===== src/rtl/fanin_rr_merge_pkg.sv =====
// Shared defaults and buffer entry layout for the round-robin fan-in merge.
package fanin_rr_merge_pkg;

    localparam int NUM_SRC_DEF = 4;
    localparam int DATA_W_DEF  = 16;
    localparam int ID_W_DEF    = $clog2(NUM_SRC_DEF);
    localparam int BEAT_CNT_W  = 16;

    typedef struct packed {
        logic [ID_W_DEF-1:0]   src;
        logic [DATA_W_DEF-1:0] data;
    } fifo_entry_t;

endpackage


===== src/rtl/fanin_skid_fifo.sv =====
// Two-entry buffer between the arbiter and the merged output; flush drops all entries.
module fanin_skid_fifo
    import fanin_rr_merge_pkg::*;
#(
    parameter type entry_t = fifo_entry_t
) (
    input  logic   CLK,
    input  logic   ASYNCRESET,
    input  logic   push,
    input  logic   pop,
    input  logic   flush,
    input  entry_t push_entry,
    output logic   full,
    output logic   empty,
    output entry_t head
);

    entry_t     mem [2];
    logic       wr_ptr;
    logic       rd_ptr;
    logic [1:0] count;

    always_ff @(posedge CLK or posedge ASYNCRESET) begin
        if (ASYNCRESET) begin
            mem[0] <= '0;
            mem[1] <= '0;
            wr_ptr <= 1'b0;
            rd_ptr <= 1'b0;
            count  <= 2'd0;
        end else if (flush) begin
            wr_ptr <= 1'b0;
            rd_ptr <= 1'b0;
            count  <= 2'd0;
        end else begin
            if (push) begin
                mem[wr_ptr] <= push_entry;
                wr_ptr      <= ~wr_ptr;
            end
            if (pop) begin
                rd_ptr <= ~rd_ptr;
            end
            case ({push, pop})
                2'b10:   count <= count + 2'd1;
                2'b01:   count <= count - 2'd1;
                default: count <= count;
            endcase
        end
    end

    assign full  = (count == 2'd2);
    assign empty = (count == 2'd0);
    assign head  = mem[rd_ptr];

endmodule


===== src/rtl/fanin_rr_merge.sv =====
// Round-robin merge of NUM_SRC valid/ready sources into one tagged stream,
// with a saturating count of delivered beats.
module fanin_rr_merge
    import fanin_rr_merge_pkg::*;
#(
    parameter int NUM_SRC = NUM_SRC_DEF,
    parameter int DATA_W  = DATA_W_DEF,
    parameter int ID_W    = $clog2(NUM_SRC)
) (
    input  logic                           CLK,
    input  logic                           ASYNCRESET,
    input  logic [NUM_SRC-1:0]             cfg_en,
    input  logic                           flush,
    input  logic [NUM_SRC-1:0]             src_valid,
    input  logic [NUM_SRC-1:0][DATA_W-1:0] src_data,
    output logic [NUM_SRC-1:0]             src_ready,
    output logic                           dst_valid,
    output logic [DATA_W-1:0]              dst_data,
    output logic [ID_W-1:0]                dst_src,
    input  logic                           dst_ready,
    output logic [BEAT_CNT_W-1:0]          beat_cnt
);

    typedef struct packed {
        logic [ID_W-1:0]   src;
        logic [DATA_W-1:0] data;
    } entry_t;

    logic [NUM_SRC-1:0]    eligible;
    logic [ID_W-1:0]       rr_ptr;
    logic [ID_W-1:0]       rr_next;
    logic [ID_W-1:0]       winner;
    logic                  found;
    logic                  full;
    logic                  empty;
    logic                  push;
    logic                  pop;
    entry_t                push_entry;
    entry_t                head;
    logic [BEAT_CNT_W-1:0] beat_cnt_q;

    assign eligible = cfg_en & src_valid;

    // First eligible source at or after rr_ptr, wrapping modulo NUM_SRC.
    always_comb begin
        int idx;
        found  = 1'b0;
        winner = '0;
        for (int k = 0; k < NUM_SRC; k++) begin
            idx = int'(rr_ptr) + k;
            if (idx >= NUM_SRC) begin
                idx = idx - NUM_SRC;
            end
            if (!found && eligible[idx]) begin
                found  = 1'b1;
                winner = ID_W'(idx);
            end
        end
    end

    always_comb begin
        src_ready = '0;
        if (found && !full && !flush && !ASYNCRESET) begin
            src_ready[winner] = 1'b1;
        end
    end

    assign push            = |(src_valid & src_ready);
    assign push_entry.src  = winner;
    assign push_entry.data = src_data[winner];
    assign rr_next         = (int'(winner) == NUM_SRC - 1) ? '0 : winner + ID_W'(1);

    // Flush wins over a simultaneous pop, so flushed beats are never counted.
    assign pop = dst_valid & dst_ready & ~flush;

    always_ff @(posedge CLK or posedge ASYNCRESET) begin
        if (ASYNCRESET) begin
            rr_ptr     <= '0;
            beat_cnt_q <= '0;
        end else begin
            if (push) begin
                rr_ptr <= rr_next;
            end
            if (pop && beat_cnt_q != '1) begin
                beat_cnt_q <= beat_cnt_q + BEAT_CNT_W'(1);
            end
        end
    end

    fanin_skid_fifo #(
        .entry_t (entry_t)
    ) u_fifo (
        .CLK        (CLK),
        .ASYNCRESET (ASYNCRESET),
        .push       (push),
        .pop        (pop),
        .flush      (flush),
        .push_entry (push_entry),
        .full       (full),
        .empty      (empty),
        .head       (head)
    );

    assign dst_valid = ~empty;
    assign dst_data  = head.data;
    assign dst_src   = head.src;
    assign beat_cnt  = beat_cnt_q;

endmodule


===== config.mk =====
export PLATFORM = sky130hd
export DESIGN_NAME = fanin_rr_merge
export DESIGN_NICKNAME = d
export VERILOG_FILES = /design/src/rtl/fanin_rr_merge_pkg.sv /design/src/rtl/fanin_skid_fifo.sv /design/src/rtl/fanin_rr_merge.sv
export SDC_FILE = /design/constraint.sdc
export NUM_CORES = 1
export LEC_CHECK = 0
export CAP_MARGIN = 20
export CORE_MARGIN = 5
export CORE_UTILIZATION = 49
export DETAILED_ROUTE_END_ITERATION = 7
export GPL_ROUTABILITY_DRIVEN = 0
export HOLD_SLACK_MARGIN = 0.03
export PLACE_DENSITY_LB_ADDON = 0.3
export SKIP_LAST_GASP = 1
export SLEW_MARGIN = 20
export SYNTH_ARGS = -nofsm -noshare
export SYNTH_HDL_FRONTEND = slang
export SYNTH_SLANG_ARGS = --single-unit

===== constraint.sdc =====
create_clock -name CLK -period 4.9 [get_ports CLK]
set_input_delay 0.98 -clock CLK [delete_from_list [all_inputs] [get_ports CLK]]
set_output_delay 0.98 -clock CLK [all_outputs]
set_load 0.005 [all_outputs]

# After elaboration in Yosys (flattened, before gate mapping)
# Cells that the tools add are included.
# W data, S select, Z words.
[word_totals] ff_bits=58 mem_bits_ro=0 memories=0 word_cells=111 ramBits=0 in_bits=76 latch_bits=0
[classes] add_sub_neg=11 bitwise_logic=10 shift=0 magnitude_cmp=13 reduce_logical=21 div=0 multipliers=0 eq_ne=5 mux=42
[ops] op="$lt A32 B4 Y1 const B" count=4
[ops] op="$mux W32" count=4
[ops] op="$mux W18" count=4
[ops] op="$bwmux W36" count=1
[ops] op="$bmux W16 S2" count=1
[ops] op="$demux W18 S1" count=1
[ops] op="$mux W1" count=17
[ops] op="$add A16 B1 Y16 const B" count=1
[ops] op="$mux W16" count=1
[ops] op="$ne A16 B16 Y1 const B" count=1
[ops] op="$mux W2" count=6
[ops] op="$sub A3 B3 Y4 const B" count=3
[ops] op="$ge A3 B3 Y1 const B" count=3
[ops] op="$logic_and A1 B1 Y1" count=9
[ops] op="$and A4 B4 Y4" count=2
[ops] op="$bmux W1 S2" count=4
[ops] op="$add A2 B2 Y3 const B" count=2
[ops] op="$logic_not A1 Y1" count=6
[ops] op="$add A2 B1 Y2 const B" count=2
[ops] op="$eq A2 B1 Y1 const B" count=2
[ops] op="$eq A2 B2 Y1 const B" count=2
[ops] op="$ge A2 B2 Y1 const B" count=2
[ops] op="$mux W4" count=1
[ops] op="$not A1 Y1" count=4
[ops] op="other kinds (16)" count=19

# Longest topological paths before layout
[logic_depth] depth_word=25 ltp_mapped=14 ltp_nobuf=10

# By module
# A second synthesis with hierarchy kept.
[hier_totals] hier_cells=320 area_unflattened_um2=3447.1
[modules_own_cells] mod="fanin_skid_fifo" cells_each=118 area_each_um2=1846.8 n_inst=1
[modules_own_cells] mod="fanin_rr_merge" cells_each=202 area_each_um2=1600.3 n_inst=1

# Worst setup path before layout
# Ideal clock, no wire load.
[synth_timing] kind="input to register" from="input port src_valid[1]" to="register u_fifo.mem[18] (netlist name)" required_ns=4.760 path_buffers=4 setup_ns=0.140 cell_stages=14 slack_ns=1.521 arrival_time_ns=3.239 path_cell_list="and2_1 > nor3b_1 > o221a_2 > buf_2 > buf_2 > inv_1 > ha_1 > a22oi_1 > nand2_1 > nand3b_2 > nand2b_1 > buf_2 > buf_2 > o221ai_1"
[synth_lines] item="start: declaration" line="fanin_rr_merge.sv:14" text="input logic [NUM_SRC-1:0] src_valid,"
[synth_lines] item="end signal: indexed assignment" line="fanin_skid_fifo.sv:36" text="mem[wr_ptr] <= push_entry;"
[synth_lines] item="end: declaration" line="fanin_skid_fifo.sv:18" text="entry_t mem [2];"

# Final worst setup path
[layout_timing] from="input port src_valid[2]" to="output port src_ready[3]"
[layout_between] elab_chain_cells=19 elab_cells_between_ends=36
[layout_lines] item="$and A4 B4 Y4 (*)" line="fanin_rr_merge.sv:42" text="assign eligible = cfg_en & src_valid;"
[layout_lines] item="$bmux W1 S2" line="fanin_rr_merge.sv:54" text="if (!found && eligible[idx]) begin"
[layout_lines] item="$mux W1 (not written as such) (2 in a row)" line="fanin_rr_merge.sv:54"
[layout_lines] item="$mux W1" line="fanin_rr_merge.sv:54"
[layout_lines] item="$logic_not A1 Y1" line="fanin_rr_merge.sv:54"
[layout_lines] item="$logic_and A1 B1 Y1" line="fanin_rr_merge.sv:54"
[layout_lines] item="$mux W1" line="fanin_rr_merge.sv:54"
[layout_lines] item="$logic_not A1 Y1" line="fanin_rr_merge.sv:54"
[layout_lines] item="(+2 left out)"
[layout_lines] item="$logic_not A1 Y1" line="fanin_rr_merge.sv:54"
[layout_lines] item="$logic_and A1 B1 Y1" line="fanin_rr_merge.sv:54"
[layout_lines] item="$mux W2" line="fanin_rr_merge.sv:54"
[layout_lines] item="$lt A2 B3 Y1 (not written as such) / $ge A2 B1 Y1 (equally long branches)" line="fanin_rr_merge.sv:64" text="src_ready[winner] = 1'b1;"
[layout_lines] item="$logic_and A1 B1 Y1 (not written as such)" line="fanin_rr_merge.sv:64"
[layout_lines] item="$mux W1 (not written as such)" line="fanin_rr_merge.sv:64"
[layout_lines] item="$demux W1 S2" line="fanin_rr_merge.sv:64"
[layout_lines] item="$mux W4 (*)" line="fanin_rr_merge.sv:63" text="if (found && !full && !flush && !ASYNCRESET) begin"
[layout_lines] item="end: declaration" line="fanin_rr_merge.sv:16" text="output logic [NUM_SRC-1:0] src_ready,"
# Every way passes the cells marked *; elsewhere a longest branch is shown, timed or not. The select of a mux whose other input is x is not followed.

==> flow_summary.ini <==
[run_status]
outcome = completed

[grt]
grt_antenna_before_repair = 0
grt_pass1_vias = 2974
grt_pass1_wl_mm = 14.70
grt.total_usage = 0.2179
overflow = 0
grt_max_degree = 41

[power]
p_switching_uw = 566.7
p_sw_frac = 0.3045
power_frac_clock = 0.248
p_seq_frac = 0.378
p_int_mw = 1.294
peakVddDrop_v = 0.0002305
p_leak_nw = 1.994
p_comb_frac = 0.374
cellPowerDensity_mw_per_mm2 = 397.8

[timing]
maxSlewViolCount = 0
setup_viol_count_final = 0
finClkSkew_ns = 0.004591
setup_tns_ns = 0
rsz0062_at_grt = false
fin_crit_ns = 4.238
hold_viol = 0
tightest_slew_ns = 0.9345
relSlewSlack = 0.3770
fin_crit_sh = 0.8650
max_freq_mhz = 235.9

[critical_path]
crit_type = in2out
critical-path-top-delay-family = buffers and inverters
worst-r2r-cell-count = 10
cp_cell_sequence = clkdlybuf4s50_1 -> nand2_1 -> nor3b_1 -> o221a_2 -> buf_4 -> ha_1 -> and2_1 -> clkdlybuf4s50_1
reg2reg_from = rr_ptr[1]$_DFFE_PP0P_
worstPathRequired_ns = 3.92
worst_r2r_endpoint = u_fifo.mem[9]$_DFFE_PP0P_
r2r_setup_slack_ns = 1.68
cpPeakStageDelay_ns = 0.50
cp_max_fo = 15
crit_slowest_cell = clkdlybuf4s50_1
startpoint_type = input pin
crit_path_frequent_cell = clkdlybuf4s50_1
endpoint_kind = output pin
crit_buf_inv = 3
crit_arrival_ns = 3.26

[final_layout]
fillCellCount = 496
layout_commonest_cell = clkdlybuf4s50_1
antennaDiodeCount = 0
multi_input_area_mm2 = 0.001712
syn_to_final_growth_pct = 42.76
seqCellArea_mm2 = 0.001451
mostFrequentLayoutCells = clkdlybuf4s50_1, dfrtp_1, nand2_1
postLayoutCoreUtil = 0.7284
finalInstanceArea_mm2 = 0.004678
layout-drive-gt1-share = 0.1374
nNetsFinal = 498

[yosys]
synthAdderAreaFrac = 0.01909
ys_types = 40
synthCells = 304
synth_top_family_by_area = multiplexers
synth_area_leaders = dfrtp_1, mux2i_1, mux2_2
synth-seq-area-share = 0.4429
synth_xor_area_frac = 0.04276
syn_nets = 385
avgSynthCellArea_um2 = 10.78
ys_warn_count = 0
netlist_area_mm2 = 0.003277
ys_ff_latch = 58
synth_compound_area_frac = 0.1455
synth_mux_area_frac = 0.1695
ys_dominant_reg_cell = dfrtp_1
synth_top_area_share = 0.4429
yosys.area.top_type = dfrtp_1
async_reset_ff_frac = 1.000
synth_edf_count = 0
synth-simple-area-share = 0.1455

[clocking]
htree_levels = 3
cts_sinks = 58
clk_pin_slew_worst_paths_ns = 0.06
clk_path_buf_depth = 2
numCtsBuffers = 9
cts_root_buf = clkbuf_8
ctsHoldBuffers = 0
cts_tree = built
cts_resized = 0
clkLatencyLatePin_ns = 0.33
post_cts_buffers = 0

[worst_hold_path]
min_path_cells = 2
worstHoldPathType = reg2reg
hold_start = u_fifo.mem[17]$_DFFE_PP0P_
min_to = u_fifo.mem[17]$_DFFE_PP0P_

[floorplanning]
dieWidth_um = 91.78
core_mm2 = 0.006422
start_util = 0.5102
rows = 29
ioPinCount = 115
dieArea_mm2 = 0.008423
die_y_um = 91.78

[place]
placedInstanceArea_mm2 = 0.004464
portBuffers = 114
dp_hpwl_mm = 6.694

[routing]
finalWirelength_mm = 8.956
wl_met1_mm = 3.620
drtPass1Iterations = 4
wl_met2_mm = 4.576
num_vias = 2869
wl_per_cell_um = 17.95
viasPerCell = 5.749
antenna_left = 0
met3WireLength_um = 632
initialDrtViolationCount = 99
drc = 0
top_layer = met4

[job]
cap_viol_max_count = 0
[cells by family after synthesis]
logic type	count (synthesis)
mux	53
simple gates	99
flops	58
fa+ha+maj	5
buf+inv	23
compound gates	50
xor+xnor	16
[area by class of cell]
class	count	share of cell area
multi-input combinational	223	0.3659
sequential	58	0.3102
timing repair buffer	120	0.2535
clock buffer	12	0.03530
tap	77	0.02059
clock inverter	4	0.01043
inverter	5	0.004012
[power groups by stage]
stage	clock, mW	sequential [mW]	combinational, mW
final	0.462	0.703	0.696
after global routing	0.502	0.719	0.762
after CTS	0.471	0.700	0.704
after detailed placement	0	0.704	0.697
after global placement	0	0.694	0.679
after floorplan	0	0.674	0.390
[synthesized netlist by cell type, drive strengths merged (2+ instances only)]
cell type and count:
buf 12, o21ai 6, nor3 4, dfrtp 58
nand3 4, and2 6, and3 2, mux2i 33
xnor2 12, a22oi 3, nand4 3, or2 3
nand2b 4, inv 5, nand2 56, xor2 4
ha 5, and4 2, o221ai 32, a31oi 2
clkbuf 6, nor2 7, mux2 20, nor3b 2
a21oi 3
[registers in the layout, summed over array words and instances (netlist names)]
| name | flops |
|---|---|
| beat_cnt | 16 |
| rr_ptr | 2 |
| u_fifo.count | 2 |
| u_fifo.mem | 36 |
| u_fifo.rd_ptr | 1 |
| u_fifo.wr_ptr | 1 |
[through the flow]
step | instances | setup WS, ns | hold slack (ns) | power, mW
3_5_place_dp | 483 | 0.6110 | 0.4652 | 1.401
6_report | 499 | 0.6617 | 0.4749 | 1.861
3_3_place_gp | 483 | 0.7739 | 0.4582 | 1.373
2_1_floorplan | 304 | 1.521 | 0.4402 | 1.064
5_1_grt | 499 | 0.5650 | 0.5047 | 1.982
4_1_cts | 499 | 0.6656 | 0.4802 | 1.875
[how the worst max path moves through the flow]
stage | to | slack [ns] | startpoint | depth (start not counted)
floorplan | u_fifo.mem[18]$_DFFE_PP0P_ | 1.52 | src_valid[1] | 14
global placement | src_ready[3] | 0.77 | src_valid[2] | 8
detailed placement | u_fifo.mem[9]$_DFFE_PP0P_ | 0.61 | src_valid[2] | 11
CTS | src_ready[3] | 0.67 | src_valid[2] | 8
global route | src_ready[2] | 0.57 | src_valid[2] | 8
finish | src_ready[3] | 0.66 | src_valid[2] | 8
[metal layers]
layer | up-vias | GRT usage
met5 | - | 0
met4 | 0 | 0.06559
met3 | 13 | 0.06792
met2 | 101 | 0.3725
met1 | 1408 | 0.2642
li1 | 1347 | -
[worst reg2reg max path, delay by kind of cell (launching register included)]
family	cells	cell delay [ns]
buffers and inverters	1	0.16
AOI/OAI and AO/OA	3	0.53
adders and majority gates	1	0.24
DFF	1	0.44
and+or+nand+nor	5	1.68
Note: power is estimated with default switching activity, not from simulation.
